<file path="config.mk">
export PLATFORM = sky130hd
export DESIGN_NAME = hd63701_sci_fifo
export DESIGN_NICKNAME = d
export VERILOG_FILES = /design/src/rtl/hd63701_sci_fifo.sv
export SDC_FILE = /design/constraint.sdc
export NUM_CORES = 1
export LEC_CHECK = 0
export BUFFER_PORTS_ARGS = -buffer_cell sky130_fd_sc_hd__clkbuf_2
export CAP_MARGIN = 20
export CORE_UTILIZATION = 56
export DETAILED_ROUTE_END_ITERATION = 12
export PLACE_DENSITY = 0.82
export SLEW_MARGIN = 15
export SYNTH_ARGS = -nofsm -noshare
export SYNTH_HDL_FRONTEND = slang
export SYNTH_SLANG_ARGS = --single-unit
</file>
<file path="constraint.sdc">
create_clock -name mcu_clx2 -period 2.6 [get_ports mcu_clx2]
set_input_delay 0.13 -clock mcu_clx2 [delete_from_list [all_inputs] [get_ports mcu_clx2]]
set_output_delay 0.13 -clock mcu_clx2 [all_outputs]
set_load 0.02 [all_outputs]
</file>
<file path="src/rtl/hd63701_sci_fifo.sv">
// Generic synchronous FIFO used for the SCI receive and transmit queues.
// Latency: a push is visible at out_dat one clock later; a pop takes effect in the same clock.
// Backpressure: in_rdy drops when full, and out_vld drops when empty.
module sci_fifo #(
  parameter int W     = 8,
  parameter int DEPTH = 4
) (
  input  logic         mcu_clx2,
  input  logic         mcu_rst,
  input  logic         in_vld,
  output logic         in_rdy,
  input  logic [W-1:0] in_dat,
  output logic         out_vld,
  input  logic         out_rdy,
  output logic [W-1:0] out_dat
);
  localparam int AW = $clog2(DEPTH);

  logic [W-1:0] mem [DEPTH];
  logic [AW:0]  wr_ptr;
  logic [AW:0]  rd_ptr;
  logic         push;
  logic         pop;

  // The pointers carry one extra wrap bit so that full and empty can be told apart.
  assign in_rdy  = (wr_ptr ^ rd_ptr) != {1'b1, {AW{1'b0}}};
  assign out_vld = wr_ptr != rd_ptr;
  assign push    = in_vld & in_rdy;
  assign pop     = out_rdy & out_vld;
  assign out_dat = mem[rd_ptr[AW-1:0]];

  always_ff @(posedge mcu_clx2 or posedge mcu_rst) begin
    if (mcu_rst) begin
      wr_ptr <= '0;
      rd_ptr <= '0;
    end else begin
      if (push) wr_ptr <= wr_ptr + 1'b1;
      if (pop)  rd_ptr <= rd_ptr + 1'b1;
    end
  end

  always_ff @(posedge mcu_clx2) begin
    if (push) mem[wr_ptr[AW-1:0]] <= in_dat;
  end
endmodule

// SCI with a programmable bit period and RX/TX FIFOs, mapped at BASE_ADDR..BASE_ADDR+3.
// Latency: register reads are combinational; RX data lands in the FIFO at the stop-bit sample.
// Backpressure: a TDR write to a full FIFO is dropped, and an RX frame arriving at a full FIFO sets ORFE.
module hd63701_sci_fifo #(
  parameter logic [15:0] BASE_ADDR = 16'h0010,
  parameter int          DATA_BITS = 8,
  parameter int          RX_DEPTH  = 4,
  parameter int          TX_DEPTH  = 4,
  parameter int          DIV_BASE  = 16
) (
  input  logic        mcu_clx2,
  input  logic        mcu_rst,
  input  logic [15:0] mcu_ad,
  input  logic        mcu_wr,
  input  logic [7:0]  mcu_do,
  input  logic        rx,
  output logic        tx,
  output logic        te,
  output logic        mcu_irq2_sci,
  output logic        en_sci,
  output logic [7:0]  iod
);
  localparam int           CW       = $clog2(DIV_BASE * 512) + 1;
  localparam logic [3:0]   LAST_BIT = 4'(DATA_BITS - 1);

  typedef enum logic [1:0] {S_IDLE, S_START, S_DATA, S_STOP} sci_state_t;

  function automatic logic [CW-1:0] bit_period(input logic [1:0] sel);
    logic [CW-1:0] p;
    case (sel)
      2'd0:    p = CW'(DIV_BASE);
      2'd1:    p = CW'(DIV_BASE * 8);
      2'd2:    p = CW'(DIV_BASE * 64);
      default: p = CW'(DIV_BASE * 512);
    endcase
    return p;
  endfunction

  logic [15:0]          reg_off;
  logic [7:0]           rmcr;
  logic [4:1]           trcsr_q;
  logic [7:0]           tdr_last;
  logic                 orfe;
  logic                 rd_rdr_q;
  logic                 wr_sel;
  logic                 rd_rdr;
  logic                 rdr_pop;
  logic                 wr_tdr;
  logic                 re;

  logic                 rxf_in_vld;
  logic                 rxf_in_rdy;
  logic                 rxf_out_vld;
  logic [DATA_BITS-1:0] rxf_out_dat;
  logic                 txf_in_rdy;
  logic                 txf_out_vld;
  logic                 txf_pop;
  logic [DATA_BITS-1:0] txf_out_dat;

  logic                 rx_s1, rx_s2, rx_s3;
  sci_state_t           rx_state;
  logic [CW-1:0]        rx_cnt;
  logic [CW-1:0]        rx_per;
  logic [3:0]           rx_bits;
  logic [DATA_BITS-1:0] rx_shift;
  logic                 rx_done;

  sci_state_t           tx_state;
  logic [CW-1:0]        tx_cnt;
  logic [CW-1:0]        tx_per;
  logic [3:0]           tx_bits;
  logic [DATA_BITS-1:0] tx_shift;
  logic                 tx_done;

  assign reg_off = mcu_ad - BASE_ADDR;
  assign en_sci  = reg_off < 16'd4;
  assign wr_sel  = en_sci & mcu_wr;
  assign wr_tdr  = wr_sel & (reg_off[1:0] == 2'd3);
  assign rd_rdr  = en_sci & ~mcu_wr & (reg_off[1:0] == 2'd2);
  // A multi-cycle read of RDR pops only once, on its first clock.
  assign rdr_pop = rd_rdr & ~rd_rdr_q;
  assign te      = trcsr_q[1];
  assign re      = trcsr_q[3];

  assign mcu_irq2_sci = (trcsr_q[4] & (rxf_out_vld | orfe)) | (trcsr_q[2] & txf_in_rdy);

  always_comb begin
    iod = 8'h00;
    if (en_sci) begin
      case (reg_off[1:0])
        2'd0:    iod = rmcr;
        2'd1:    iod = {rxf_out_vld, orfe, txf_in_rdy, trcsr_q, 1'b0};
        2'd2:    iod = rxf_out_vld ? 8'(rxf_out_dat) : 8'h00;
        default: iod = tdr_last;
      endcase
    end
  end

  always_ff @(posedge mcu_clx2 or posedge mcu_rst) begin
    if (mcu_rst) begin
      rmcr     <= 8'h00;
      trcsr_q  <= 4'h0;
      tdr_last <= 8'h00;
      rd_rdr_q <= 1'b0;
      orfe     <= 1'b0;
    end else begin
      rd_rdr_q <= rd_rdr;
      if (wr_sel && reg_off[1:0] == 2'd0) rmcr    <= mcu_do;
      if (wr_sel && reg_off[1:0] == 2'd1) trcsr_q <= mcu_do[4:1];
      if (wr_tdr)                         tdr_last <= mcu_do;
      // A new error in the same clock as a pop wins, so the error is not lost.
      if (rxf_in_vld && (!rx_s2 || !rxf_in_rdy)) orfe <= 1'b1;
      else if (rdr_pop && rxf_out_vld)           orfe <= 1'b0;
    end
  end

  sci_fifo #(.W(DATA_BITS), .DEPTH(RX_DEPTH)) u_rx_fifo (
    .mcu_clx2 (mcu_clx2),
    .mcu_rst  (mcu_rst),
    .in_vld   (rxf_in_vld),
    .in_rdy   (rxf_in_rdy),
    .in_dat   (rx_shift),
    .out_vld  (rxf_out_vld),
    .out_rdy  (rdr_pop),
    .out_dat  (rxf_out_dat)
  );

  sci_fifo #(.W(DATA_BITS), .DEPTH(TX_DEPTH)) u_tx_fifo (
    .mcu_clx2 (mcu_clx2),
    .mcu_rst  (mcu_rst),
    .in_vld   (wr_tdr),
    .in_rdy   (txf_in_rdy),
    .in_dat   (mcu_do[DATA_BITS-1:0]),
    .out_vld  (txf_out_vld),
    .out_rdy  (txf_pop),
    .out_dat  (txf_out_dat)
  );

  // The receiver sees only the synchronised line; rx_s3 is kept for falling-edge detection.
  assign rx_done    = rx_cnt == rx_per - 1'b1;
  assign rxf_in_vld = re & (rx_state == S_STOP) & rx_done;

  always_ff @(posedge mcu_clx2 or posedge mcu_rst) begin
    if (mcu_rst) begin
      rx_s1    <= 1'b1;
      rx_s2    <= 1'b1;
      rx_s3    <= 1'b1;
      rx_state <= S_IDLE;
      rx_cnt   <= '0;
      rx_per   <= '0;
      rx_bits  <= 4'h0;
      rx_shift <= '0;
    end else begin
      rx_s1 <= rx;
      rx_s2 <= rx_s1;
      rx_s3 <= rx_s2;
      if (!re) begin
        rx_state <= S_IDLE;
        rx_cnt   <= '0;
      end else begin
        case (rx_state)
          S_IDLE: begin
            if (rx_s3 && !rx_s2) begin
              rx_state <= S_START;
              rx_cnt   <= '0;
              rx_per   <= bit_period(rmcr[1:0]);
            end
          end
          S_START: begin
            if (rx_cnt == (rx_per >> 1)) begin
              rx_cnt  <= '0;
              rx_bits <= 4'h0;
              rx_per  <= bit_period(rmcr[1:0]);
              rx_state <= rx_s2 ? S_IDLE : S_DATA;
            end else begin
              rx_cnt <= rx_cnt + 1'b1;
            end
          end
          S_DATA: begin
            if (rx_done) begin
              rx_cnt   <= '0;
              rx_per   <= bit_period(rmcr[1:0]);
              rx_shift <= {rx_s2, rx_shift[DATA_BITS-1:1]};
              rx_bits  <= rx_bits + 1'b1;
              if (rx_bits == LAST_BIT) rx_state <= S_STOP;
            end else begin
              rx_cnt <= rx_cnt + 1'b1;
            end
          end
          default: begin
            if (rx_done) begin
              rx_cnt   <= '0;
              rx_state <= S_IDLE;
            end else begin
              rx_cnt <= rx_cnt + 1'b1;
            end
          end
        endcase
      end
    end
  end

  // A pop at the end of the stop bit chains the next frame with no idle gap.
  assign tx_done = tx_cnt == tx_per - 1'b1;
  assign txf_pop = te & txf_out_vld & ((tx_state == S_IDLE) | ((tx_state == S_STOP) & tx_done));

  always_ff @(posedge mcu_clx2 or posedge mcu_rst) begin
    if (mcu_rst) begin
      tx       <= 1'b1;
      tx_state <= S_IDLE;
      tx_cnt   <= '0;
      tx_per   <= '0;
      tx_bits  <= 4'h0;
      tx_shift <= '0;
    end else if (!te) begin
      tx       <= 1'b1;
      tx_state <= S_IDLE;
      tx_cnt   <= '0;
    end else begin
      case (tx_state)
        S_IDLE: begin
          if (txf_out_vld) begin
            tx       <= 1'b0;
            tx_state <= S_START;
            tx_cnt   <= '0;
            tx_per   <= bit_period(rmcr[1:0]);
            tx_shift <= txf_out_dat;
          end
        end
        S_START: begin
          if (tx_done) begin
            tx       <= tx_shift[0];
            tx_shift <= tx_shift >> 1;
            tx_bits  <= 4'h0;
            tx_cnt   <= '0;
            tx_per   <= bit_period(rmcr[1:0]);
            tx_state <= S_DATA;
          end else begin
            tx_cnt <= tx_cnt + 1'b1;
          end
        end
        S_DATA: begin
          if (tx_done) begin
            tx_cnt  <= '0;
            tx_per  <= bit_period(rmcr[1:0]);
            tx_bits <= tx_bits + 1'b1;
            if (tx_bits == LAST_BIT) begin
              tx       <= 1'b1;
              tx_state <= S_STOP;
            end else begin
              tx       <= tx_shift[0];
              tx_shift <= tx_shift >> 1;
            end
          end else begin
            tx_cnt <= tx_cnt + 1'b1;
          end
        end
        default: begin
          if (tx_done) begin
            tx_cnt <= '0;
            tx_per <= bit_period(rmcr[1:0]);
            if (txf_out_vld) begin
              tx       <= 1'b0;
              tx_shift <= txf_out_dat;
              tx_state <= S_START;
            end else begin
              tx_state <= S_IDLE;
            end
          end else begin
            tx_cnt <= tx_cnt + 1'b1;
          end
        end
      endcase
    end
  end
endmodule

</file>
==> impl_metrics.ini <==
[clock_network]
cts_buffer_depth = 2
clkTransAtPathRegs_ns = 0.06
cts_made_buffers = 17
cts_sinks = 166
clkLatencyLatePin_ns = 0.43
cts_tree = built
htree_levels = 4
root_buffer = clkbuf_16

[grt]
overflow = 0
antenna_found_initial = 0
grt_pass1_vias = 6105
grt_max_degree = 43
track_usage = 0.247
grt_pass1_wl_um = 30400

[yosys]
synth_top_area_cell = dfrtp_1
synthTopCellsByCount = dfrtp_1, nand2_1, edfxtp_1
synth_top_family_by_area = simple AND/OR/NAND/NOR gates
synth_compound_area_frac = 0.0986
synth_xor_area_frac = 0.0313
synth_flop_cell = dfrtp_1
synth.mux.area_fraction = 0.113
syn-instance-count = 716
ys_ff_latch = 166
synth_area_um2 = 8400
ys_async_sr_fraction = 0.614
synth_edf_count = 64
ys_seq_area_frac = 0.533
synth_top_area_frac = 0.292
synth_fa_ha_area_frac = 0.0357
synth-simple-area-share = 0.156
yosysWarnings = 0
syn-num-nets = 768
synth_most_common_cell = dfrtp_1
ys_types = 63
yosys-top-cells-area = dfrtp_1, edfxtp_1, mux2_2
avgSynthCellArea_um2 = 11.7

[place]
gp_congestion = 0.924
dp_cells = 943
port_buffers = 39
place_ws_ns = -0.134
dpl-instance-area_um2 = 8990
dp_hpwl_um = 12400

[setup_path]
cp-end-kind = register
critPathArrivalTime_ns = 2.82
cp_max_fo = 8
worstSetupStartpointType = register
cp.required_ns = 2.91
worstSetupPathType = register to register

[power]
p_int_mw = 4.19
p_leak_nw = 3.98
swShare = 0.218
switchingPower_mw = 1.17
clkPwrFrac = 0.472
power_mw = 5.36
power.density_nw_per_um2 = 549
seq_power_share = 0.507
comb_power_share = 0.021
ir_drop_mv = 0.545

[sta]
drv_slew = 0
min_period_ns = 2.51
final_hold_viol_count = 0
post-route-period-util = 0.965
tightest_slew_ns = 0.677
setup_ws_ns = 0.0908
finClkSkew_ns = 0.00792
setup_viol = 0
max_slew_margin = 0.545
tns_ns = 0
fin_hold_ws_ns = 0.0262
max_freq_mhz = 399

[status]
status = completed

[drt]
wire_per_inst_um = 18.8
viasPerCell = 6.27
wl_um = 18600
drcViolationCount = 0
first_iter_violations = 574
vias = 6178
ant_nets = 0
first_pass_iters = 5

[floorplan]
start_util = 0.576
die_area_um2 = 15500
die_width_um = 124
core_area_um2 = 14600
rows = 44
die_y_um = 124
io_pins = 40

[layout]
fin_area_um2 = 9760
final_cells = 985
diodes = 0
final_layout_size_suffix_gt1_frac = 0.255
nets = 840
fin_util = 0.669
area_growth_pct = 16.2

[run]
maxCapViolCount = 0

[hold_path]
hold_path_class = input pin to register
[cell usage in the layout, fill, tap and decap left out, drive strengths merged, types with 7 or more instances in the layout]
master / n
nand4: 10
or4: 8
nor3: 16
nor2: 30
clkbuf: 56
buf: 41
or3: 10
xor2: 18
dlygate4sd3: 7
mux2: 44
inv: 42
o21ai: 15
a21oi: 20
nor4: 12
edfxtp: 64
ha: 24
mux4: 16
a211oi: 8
o211ai: 7
a31oi: 18
nand2: 70
nor2b: 12
mux2i: 9
dfrtp: 98
nand3: 32
xnor2: 12
and2: 14
[routing by layer]
metal,part of all wire,GRT usage,up-vias,routed length (µm)
met2,0.52,0.425,254,9570
met1,0.41,0.309,3067,7580
met3,0.059,0.0563,36,1100
li1,-,-,2821,-
met4,0.016,0.0787,0,305
met5,0,0,-,0
[logic make-up after synthesis]
family / after synthesis
AO/OA/AOI/OAI: 113
multiplexers: 69
adder cells (fa/ha/maj): 24
XOR/XNOR: 30
buffers and inverters: 70
flip-flops: 166
AND/OR/NAND/NOR: 244
[cell type report]
cell class / count / area [µm²]
Multi-Input combinational cell: 480 / 3730
Clock buffer: 17 / 425
Sequential cell: 166 / 4480
Timing Repair Buffer: 87 / 589
Inverter: 36 / 139
Clock inverter: 15 / 166
Fill cell: 957 / 4830
Tap cell: 184 / 230
[final timing paths]
path                                       start  slack (ns)                       endpoint  cells past startpoint
max in group asynchronous                mcu_rst        1.66                 tx$_DFFE_PP1P_                      4
max                        tx_per[4]$_DFFE_PP0P_        0.09        tx_shift[6]$_DFFE_PP0P_                      8
min in group asynchronous                mcu_rst        0.24          tx_cnt[0]$_DFFE_PP0P_                      3
min reg2reg                      rx_s1$_DFF_PP1_        0.36                rx_s2$_DFF_PP1_                      0
min                                    mcu_do[7]        0.03  u_tx_fifo.mem[3][7]$_DFFE_PP_                      1
max reg2reg                tx_per[4]$_DFFE_PP0P_        0.09        tx_shift[6]$_DFFE_PP0P_                      8
[critical path, stage by stage, from the launching register on]
cell and delay (ns):
dfrtp_1 0.39, inv_2 0.08, ha_4 0.15, ha_4 0.19, xnor2_1 0.12, a2111o_1 0.30
a2111o_1 0.35, a221o_2 0.48, mux2_4 0.33
[timing repair]
item	in CTS	in global routing
setup endpoints to repair	47	68
buffers inserted	1	2
resized for setup	7	15
hold endpoints to repair	38	0
pin swaps	2	4
hold buffers	7	0
[registers in the layout (all words and copies together) (netlist names), 2 cells and up]
signal / cells
tx_per: 4
tdr_last: 8
tx_state: 2
rx_per: 4
u_tx_fifo.mem: 32
u_rx_fifo.mem: 32
tx_shift: 8
tx_cnt: 14
u_tx_fifo.wr_ptr: 3
u_rx_fifo.wr_ptr: 3
u_tx_fifo.rd_ptr: 3
rx_cnt: 14
rx_shift: 8
u_rx_fifo.rd_ptr: 3
tx_bits: 4
rmcr: 8
trcsr_q: 4
rx_state: 2
rx_bits: 4
[power groups by stage]
| stage | Sequential [mW] | Clock, mW | Combinational, mW |
|---|---|---|---|
| finish | 2.72 | 2.53 | 0.111 |
| CTS | 2.72 | 2.56 | 0.112 |
| floorplan | 2.77 | 0 | 0.0482 |
| detailed placement | 2.77 | 0 | 0.103 |
| global placement | 2.77 | 0 | 0.0984 |
| global route | 2.72 | 2.67 | 0.124 |
No activity file was read; power rests on OpenSTA's default activity.
